`config.mk`:
```
export PLATFORM = sky130hd
export DESIGN_NAME = pc_gen_unit
export DESIGN_NICKNAME = d
export VERILOG_FILES = /design/src/rtl/pc_gen_unit.sv
export SDC_FILE = /design/constraint.sdc
export NUM_CORES = 1
export LEC_CHECK = 0
export ABC_AREA = 1
export CORE_UTILIZATION = 49
export DETAILED_ROUTE_END_ITERATION = 12
export PLACE_DENSITY = 0.87
export SYNTH_ARGS = -nofsm -noshare
export SYNTH_HDL_FRONTEND = slang
export SYNTH_SLANG_ARGS = --single-unit
```
`constraint.sdc`:
```
create_clock -name clk -period 4.7 [get_ports clk]
set_input_delay 0.94 -clock clk [delete_from_list [all_inputs] [get_ports clk]]
set_output_delay 0.94 -clock clk [all_outputs]
set_load 0.01 [all_outputs]
```
`src/rtl/pc_gen_unit.sv`:
```
// Program-counter generator for the RV32I fetch stage: owns the PC, selects
// trap / redirect / hold / sequential next-PC and handshakes the PC to fetch.
module pc_gen_unit #(
  parameter int unsigned         XLEN         = 32,
  parameter logic [XLEN-1:0]     RESET_VECTOR = '0,
  parameter int unsigned         INC          = 4,
  parameter int unsigned         ALIGN_BITS   = 2,
  parameter int unsigned         CNT_W        = 32
) (
  input  logic             clk,
  input  logic             rst,
  input  logic             fetch_ready,
  input  logic             stall,
  input  logic             redirect_valid,
  input  logic [XLEN-1:0]  redirect_target,
  input  logic             trap_valid,
  input  logic [XLEN-1:0]  trap_vector,
  input  logic             resume,
  output logic [XLEN-1:0]  pc,
  output logic [XLEN-1:0]  pc_plus_inc,
  output logic             pc_valid,
  output logic             misalign_err,
  output logic [XLEN-1:0]  bad_target,
  output logic [CNT_W-1:0] fetch_count
);

  typedef enum logic [1:0] {
    BOOT = 2'd0,
    RUN  = 2'd1,
    HALT = 2'd2
  } state_t;

  // Mask form keeps the alignment test legal even when ALIGN_BITS is 0.
  localparam logic [XLEN-1:0] ALIGN_MASK = XLEN'((64'd1 << ALIGN_BITS) - 64'd1);

  state_t           state, state_next;
  logic [XLEN-1:0]  pc_next;
  logic [XLEN-1:0]  bad_next;
  logic             err_next;
  logic [CNT_W-1:0] cnt_next;
  logic             accept;
  logic             target_aligned;

  assign pc_valid       = (state == RUN);
  assign pc_plus_inc    = pc + XLEN'(INC);
  assign accept         = pc_valid && fetch_ready && !stall;
  assign target_aligned = (redirect_target & ALIGN_MASK) == '0;

  always_comb begin
    state_next = state;
    pc_next    = pc;
    err_next   = 1'b0;
    bad_next   = bad_target;
    cnt_next   = accept ? fetch_count + CNT_W'(1) : fetch_count;

    unique case (state)
      BOOT: state_next = RUN;
      RUN: begin
        if (trap_valid) begin
          pc_next = trap_vector;
        end else if (redirect_valid) begin
          if (target_aligned) begin
            pc_next = redirect_target;
          end else begin
            err_next   = 1'b1;
            bad_next   = redirect_target;
            state_next = HALT;
          end
        end else if (accept) begin
          pc_next = pc_plus_inc;
        end
      end
      HALT: begin
        if (trap_valid) begin
          pc_next    = trap_vector;
          state_next = RUN;
        end else if (resume) begin
          state_next = RUN;
        end
      end
      default: state_next = BOOT;
    endcase
  end

  always_ff @(posedge clk) begin
    if (rst) begin
      state        <= BOOT;
      pc           <= RESET_VECTOR;
      misalign_err <= 1'b0;
      bad_target   <= '0;
      fetch_count  <= '0;
    end else begin
      state        <= state_next;
      pc           <= pc_next;
      misalign_err <= err_next;
      bad_target   <= bad_next;
      fetch_count  <= cnt_next;
    end
  end

endmodule

```
Word-level counts from Yosys, hierarchy flattened --
Index checks and enable logic that the tools add are counted.
Storage, ports and cells: bits in registers 99, input port bits 71, output and inout bits 130, logic and storage cells 43
Cells by class: add/sub/neg operators 2, equal/unequal tests 9, muxes and demuxes 13, bitwise operators 4, reductions and logical operators 10
Operator list (number):
- $mux 32 | 5
- $pmux 32 s2 | 1
- $add 32x1->32 const B | 1
- $add 32x3->32 const B | 1
- $logic_not 32->1 | 1
- $reduce_and 4->1 | 3
- $mux 2 | 5
- $ne 2x2->1 const B | 4
- $ne 4x3->1 const B | 2
- $pmux 2 s3 | 1
- $not 1->1 | 4
- $reduce_or 4->1 | 1
- $ne 3x3->1 const B | 1
- $eq 2x1->1 const B | 1
- $eq 2x2->1 const B | 1
- $logic_and 1x1->1 | 2
- $logic_not 2->1 | 1
- $reduce_bool 2->1 | 1
- $logic_not 1->1 | 1
- $mux 1 | 1

Logic depth before layout (Yosys ltp) --
Gate-level depths: netlist (run 1).
depth after elaboration 7, gate-level depth with buffers 12, gate-level depth less buffers 12

Least setup slack after synthesis (run 1) --
No wires, ideal clock.
path type flip-flop to output port, start point register pc[2], end point output pc_plus_inc[26], data arrival time 1343 ps, required time 3760 ps, slack 2417 ps, cell stages (with the launch flop) 8, path buffers 0, path through dfxtp_1 -> ha_1 -> nand2_1 -> nor2_2 -> nand2_2 -> nor2_2 -> nand3_1 -> nand2_1
On the way: cells in the longest elaborated chain, start to end 1
Ends and longest elaborated chain:
- start, declared | RTL line 19 | output logic [XLEN-1:0] pc,
- start signal, assigned | RTL line 94 | pc <= pc_next;
- $add 32x3->32 | RTL line 45 | assign pc_plus_inc = pc + XLEN'(INC);
- end, declared | RTL line 20 | output logic [XLEN-1:0] pc_plus_inc,
Every way passes these cells.

Worst setup path in the final report (run 1) --
start point register pc[2], end point output pc_plus_inc[24]
The elaborated chain is that of the path after synthesis.

==> results of run 1 <==
-- state kept, by name (all words and copies together), names as in the netlist --
name and cells:
state 2, bad_target 32, misalign_err 1, fetch_count 32, pc 32
-- cells in the mapped netlist, types with 2 or more instances --
master	number	area (sq um)
nor2_1	116	435.4
nor3_1	3	15.01
o21ai_1	14	70.07
nand2_1	226	848.3
xnor2_1	4	35.03
a31oi_1	3	18.77
nand3_2	3	30.03
inv_1	94	352.8
a21oi_1	123	615.6
nor4_1	3	18.77
nand2_2	6	37.54
buf_2	8	40.04
xor2_1	11	96.34
ha_1	6	75.07
nor2_4	2	22.52
o21a_1	6	45.04
buf_6	4	45.04
nor3b_1	2	15.01
clkbuf_1	22	82.58
nor2_2	8	50.05
buf_4	2	15.01
dfxtp_1	99	1982
inv_2	2	7.510
nand4_1	3	18.77
nand3b_1	7	52.55
o21ai_0	77	385.4
nand3_1	41	205.2
buf_1	3	11.26
-- worst max-delay path, delay by kind of cell (launching register included) --
family                   cells  cell delay, ns
adder cells (fa/ha/maj)      1            0.21
AND/OR/NAND/NOR              6            0.98
buffers and inverters        1            0.54
flip-flops                   1            0.42
-- cell type report --
cell class                 count  area [sq um]
tap                          143         178.9
fill                         980          3358
sequential                    99          1982
clock inverter                 5         60.06
timing repair buffer         203          2024
clock buffer                  11         252.7
inverter                      96         360.3
multi-input combinational    674          3202
-- per-layer routing --
metal  vias to the layer above  GRT usage  wire, microns
li1                       3286          -              -
met1                      3042     0.3829           7729
met2                       290     0.5152           8704
met3                        43    0.07349           1576
met4                         0     0.1203            518
met5                         -          0              0
-- cell usage in the layout (no fill, tap or decap), types with 6 or more instances in the layout --
master,Yosys,routed
o21a_1,6,6
clkbuf_16,0,9
xor2_1,11,11
clkdlybuf4s50_1,0,200
a21oi_1,123,123
nor2_1,116,116
nand3b_1,7,7
dfxtp_1,99,99
nand2_1,226,226
o21ai_0,77,77
nor2_2,8,8
nand2_2,6,6
inv_1,94,93
o21ai_1,14,14
nand3_1,41,41
ha_1,6,6
-- logic make-up after synthesis --
logic type               after synthesis  synth area share
AO/OA/AOI/OAI                        228            0.2048
flip-flops                            99            0.3454
AND/OR/NAND/NOR                      425            0.3173
adder cells (fa/ha/maj)                6           0.01308
XOR/XNOR                              15           0.02289
buffers and inverters                135           0.09660
-- report_power, final --
part | switching [W] | total [W] | internal [W]
clock network | 0.000340 | 0.000785 | 0.000444
registers | 0.000168 | 0.00114 | 0.000974
logic | 0.000789 | 0.00143 | 0.000638
-- per-stage QoR --
stage	power (W)	util
after floorplan	0.001923	-
after global placement	0.002523	0.6785
after detailed placement	0.002547	0.6785
after CTS	0.003336	0.7059
after global routing	0.003540	0.7059
final	0.003354	0.7059
-- worst min path at each step --
stage | endpoint | slack [ns]
final | bad_target[30]$_SDFFE_PP0P_ | 0.50
after global routing | fetch_count[5]$_SDFFE_PP0P_ | 0.53
after CTS | bad_target[30]$_SDFFE_PP0P_ | 0.49
after detailed placement | bad_target[30]$_SDFFE_PP0P_ | 0.48
after global placement | bad_target[2]$_SDFFE_PP0P_ | 0.47
after floorplan | pc[1]$_SDFFE_PP0P_ | 0.50
==> reports/results.ini, run 1 <==
[placed_design]
placedInstanceArea_sq_mm=0.007747
gp_congestion=0.9966
io_buffer_count=200
post-place-ws_ns=1.084
dpl.hpwl_microns=13480
dp.cells=1215

[yosys]
ys_warn_count=0
yosysSeqAreaShare=0.3454
asyncSetResetFlopFracSynth=0
synth_edf_count=0
syn_area_per_cell_sq_um=6.319
synth.ff_latch_count=99
postSynthCellCount=908
syn_nets=985
most_used_flip_flop_cell_after_synthesis=dfxtp_1
ys_types=38
syn_area_sq_mm=0.005738

[sta]
timing.max_slew.rel_slack=0.2866
grt_setup_unrepaired=false
final-setup-viol-count=0
timing_max_transition_violations_final=0
final_critical_path_setup_slack_ns=1.256
max_clock_freq_mhz=290.3
hold_ws_ns=0.4983
timing_worst_slew_pin_value_ns=1.069
fin_skew_ns=0.008868
hold_viol_final=0
final.min_clock_period_ns=3.444
finalSetupTns_ns=0
final_min_period_over_clock_period=0.7329

[floorplan]
chipHeight_microns=110.2
die_width_microns=110.2
rows=39
num_io_pins=201
initial_utilization=0.5025
design.die.area_sq_mm=0.01215
core-area_sq_mm=0.01142

[clock_network]
cts_setup_buffers=0
cts.reportedPaths.clkPinSlew_ns=0.07
numCtsBuffers=9
cts_repair_resize_count=0
worstSkewPairLatency_ns=0.35
cts_tree=yes
cts_max_path_bufs=2
post_cts_hold_buffer_count=0
h-tree-depth=3
clk_root_buffer_cell=clkbuf_16
numClockSinks=99

[pwr]
p_leak_nw=3.155
worst_ir_drop_vdd_v=0.0002469
cellPowerDensity_mw_per_mm2=416.1

[setup_path]
crit_end=pc_plus_inc[24]
timing.critical_path.to_type=primary output
cp_cell_sequence=ha_1 > nand2_1 > nor2_2 > nand2_1 > nor2_1 > nand3_1 > nand2_1 > clkdlybuf4s50_1
critical_path.reg2reg.endpoint=pc[0]$_SDFFE_PP0P_
launching_instance_or_port_of_the_critical_path=pc[2]$_SDFFE_PP0P_
worst-endpoint-required_ns=3.76
regToRegStartpoint=state[1]$_SDFFE_PP0P_
reg2reg_slack_ns=1.94
criticalPathCategory=reg -> out
critPathMaxFanout=5
cpMaxStageDelayCell=clkdlybuf4s50_1
critPathMaxStageDelay_ns=0.54
r2r.worst_path.cells=9
crit_path_start_kind=register
critical_path_arrival_ns=2.50
cpMostUsedCell=nand2_1

[final_layout]
antenna-diode-count=0
proportion_of_layout_cells_with_a_drive_suffix_above_1=0.04320
synthToLayoutAreaGrowth_pct=40.47
postLayoutCellArea_sq_mm=0.008060
final-instance-count-excl-fill=1231
design.final.nets=1160

[detailed_routing]
postRouteWirelength_microns=18530
final_antenna_net_count=0
remaining_drcs=0
route.detailed.wl_per_inst_microns=15.05
drt_first_pass_iters=5
routed-via-count=6661
vias_per_cell=5.411
drc_marker_count_from_the_first_detailed_route_iteration=468

[hold_path]
min_delay_path_depth=2
type_of_the_most_critical_hold_path=reg -> reg
hold_path.startpoint=bad_target[30]$_SDFFE_PP0P_

[job]
max-cap-violations=0

[global_routing]
grt_first_pass_wirelength_microns=29130
global_route.usage.total=0.3084
antenna_found_initial=0
globalRouteOverflowTotal=0
grt_max_degree=72
grt_pass1_vias=6148

[run_status]
status=complete, no violations

Power figures use the tool's default switching activity.
==> run 2: changes to the inputs <==
- CORE_UTILIZATION: 49 -> 46
- PLACE_DENSITY: 0.87 -> 0.82
- clock period: 4.7 -> 3.6 ns (I/O delays scaled with it)
==> run 2 against run 1 <==
Against the previous run:
- sequential share of layout area shrank 0.28 points
- register-to-register slack lost 0.69 ns
- final area grew 1.2%
- cell count grew 2.4%
- routed wire length grew 1.0%
- clock-buffer cell count grew 1
- combinational power grew 31%
- first-iteration DRC count shrank 6.4%
- total power grew 31%
- via count shrank 2.2%
- critical path type unchanged
==> reports/results.ini, run 2 (same netlist as run 1, synthesis figures left out) <==
[run_status]
status=complete, no violations  ; unchanged

[setup_path]
crit_path_start_kind=register  ; unchanged
critPathMaxFanout=5  ; unchanged
timing.critical_path.to_type=primary output  ; unchanged
critPathMaxStageDelay_ns=0.54  ; about the same
cpMostUsedCell=nand2_1  ; unchanged
cpMaxStageDelayCell=clkdlybuf4s50_1  ; unchanged
critical_path_arrival_ns=2.48  ; was 2.50 ns
criticalPathCategory=reg -> out  ; unchanged
worst-endpoint-required_ns=2.88  ; was 3.76 ns
cp_cell_sequence=ha_1 > nand2_1 > nor2_2 > nand2_1 > nor2_1 > nand3_1 > nand2_1 > clkdlybuf4s50_1  ; unchanged

[floorplan]
die_width_microns=113.7  ; was 110.2 microns
initial_utilization=0.4757  ; was 0.5025
design.die.area_sq_mm=0.01292  ; was 0.01215 sq mm
num_io_pins=201  ; unchanged
core-area_sq_mm=0.01206  ; was 0.01142 sq mm
rows=40  ; was 39
chipHeight_microns=113.7  ; was 110.2 microns

[hold_path]
type_of_the_most_critical_hold_path=reg -> reg  ; unchanged

[pwr]
switching_power_w=0.001689  ; was 0.001298 W
power.share.sequential=0.339  ; was 0.341
worst_ir_drop_vdd_v=0.0004477  ; was 0.0002469 V
clock_power_share=0.233  ; was 0.234
power_report.internal_total_w=0.002710  ; was 0.002056 W
p_comb_frac=0.427  ; was 0.425
cellPowerDensity_mw_per_mm2=539.5  ; was 416.1 mW/mm^2
p_leak_nw=3.188  ; was 3.155 nW
netSwitchingFraction=0.3839  ; was 0.3869

[sta]
final_min_period_over_clock_period=0.8894
timing_max_transition_violations_final=0  ; unchanged
fin_skew_ns=0.007904  ; was 0.008868 ns
hold_viol_final=0  ; unchanged
grt_setup_unrepaired=false  ; unchanged
timing.max_slew.rel_slack=0.4607  ; was 0.2866
max_clock_freq_mhz=312.3
final.min_clock_period_ns=3.202
timing_worst_slew_pin_value_ns=0.8078  ; was 1.069 ns
final-setup-viol-count=0  ; unchanged
finalSetupTns_ns=0  ; unchanged

[global_routing]
use_met1=0.3553  ; was 0.3829
grt.met3_usage=0.09936  ; was 0.07349
global_route.usage.total=0.3016  ; was 0.3084
grt_first_pass_wirelength_microns=30550  ; was 29,130 microns
antenna_found_initial=0  ; unchanged
grt_use_met2=0.5118  ; was 0.5152
grt-busiest-layer=met2  ; unchanged
grt_pass1_vias=6159  ; was 6,148
globalRouteOverflowTotal=0  ; unchanged
grt_max_degree=49  ; was 72

[detailed_routing]
vias_per_cell=5.167  ; was 5.411
drc_marker_count_from_the_first_detailed_route_iteration=438  ; was 468
drt_first_pass_iters=7  ; was 5
postRouteWirelength_microns=18720  ; was 18,530 microns
remaining_drcs=0  ; unchanged
route.detailed.wl_per_inst_microns=14.85  ; was 15.05 microns
routed-via-count=6516  ; was 6,661
final_antenna_net_count=0  ; unchanged

[final_layout]
layout.cells.most_common=nand2_1  ; unchanged
mostFrequentLayoutCells=nand2_1, clkdlybuf4s50_1, a21oi_1, nor2_1, dfxtp_1  ; unchanged
layout_top_registers=bad_target: 32 flops, fetch_count: 32 flops, pc: 32 flops  ; unchanged
antenna-diode-count=0  ; unchanged
design.final.nets=1165  ; was 1,160
synthToLayoutAreaGrowth_pct=42.11  ; was 40.47%
proportion_of_layout_cells_with_a_drive_suffix_above_1=0.04666  ; was 0.04320
post-route-util=0.6760  ; was 0.7059

[placed_design]
gp_congestion=0.9153  ; was 0.9966
dpl.hpwl_microns=13900  ; was 13,480 microns
io_buffer_count=200  ; unchanged

[clock_network]
numClockSinks=99  ; unchanged
clk_root_buffer_cell=clkbuf_16  ; unchanged
numCtsBuffers=9  ; unchanged
post_cts_hold_buffer_count=0  ; unchanged
cts_setup_buffers=0  ; unchanged
cts_tree=yes  ; unchanged
cts.reportedPaths.clkPinSlew_ns=0.07  ; about the same
worstSkewPairLatency_ns=0.36  ; was 0.35 ns
h-tree-depth=3  ; unchanged
cts_repair_resize_count=0  ; unchanged
cts_max_path_bufs=2  ; unchanged

[job]
max-cap-violations=0  ; unchanged

==> run 2: changes by cell type in the layout (fill, tap and decap cells not counted), sizes merged <==
cell / previous run / this run
clkbuf: 11 / 12
inv: 97 / 98
clkinv: 2 / 1
clkinvlp: 1 / 0
buf: 3 / 8
==> run 2: worst paths after layout <==
check                         startpoint                           to  slack [ns]  cells after the start
max                   pc[2]$_SDFFE_PP0P_              pc_plus_inc[24]        0.40                      8
min          bad_target[12]$_SDFFE_PP0P_  bad_target[12]$_SDFFE_PP0P_        0.49                      2
max reg2reg        state[1]$_SDFFE_PP0P_           pc[0]$_SDFFE_PP0P_        1.25                      9
min reg2reg  bad_target[12]$_SDFFE_PP0P_  bad_target[12]$_SDFFE_PP0P_        0.49                      2
==> run 2: power groups by stage <==
stage | clock, W | combinational [W] | sequential, W
global placement | 0 | 0.00184 | 0.00151
finish | 0.00103 | 0.00188 | 0.00149
CTS | 0.00105 | 0.00188 | 0.00149
global route | 0.00109 | 0.00206 | 0.00152
floorplan | 0 | 0.000989 | 0.00152
detailed placement | 0 | 0.00186 | 0.00151
==> run 2: metal layers <==
metal / up-vias / wire (microns)
met4: 0 / 411
li1: 3305 / -
met1: 2926 / 7755
met2: 252 / 8862
met3: 33 / 1692
met5: - / 0
==> run 2: area by class of cell <==
cell class,count,area [sq um]
inverter,96,360.3
timing repair buffer,208,2087
multi-input combinational,674,3202
sequential,99,1982
clock inverter,4,56.30
fill,1076,3908
clock buffer,12,256.5
tap,168,210.2
==> run 2: per-stage QoR <==
| step | power [W] | area, sq um | hold slack [ns] | instances | setup WS (ns) |
|---|---|---|---|---|---|
| 3_3_place_gp | 0.003347 | 7841 | 0.4623 | 1245 | 0.8441 |
| 5_1_grt | 0.004676 | 8154 | 0.5189 | 1261 | 0.2657 |
| 2_1_floorplan | 0.002510 | 5738 | 0.4951 | 908 | 1.537 |
| 6_report | 0.004399 | 8154 | 0.4865 | 1261 | 0.3982 |
| 3_5_place_dp | 0.003366 | 7841 | 0.4728 | 1245 | 0.7690 |
| 4_1_cts | 0.004413 | 8154 | 0.4904 | 1261 | 0.4182 |
==> run 2: critical path: cells and delay by family, from the launching register on <==
family                   cells  cell delay [ns]
AND/OR/NAND/NOR              6             0.99
buffers and inverters        1             0.54
flip-flops                   1             0.40
adder cells (fa/ha/maj)      1             0.20
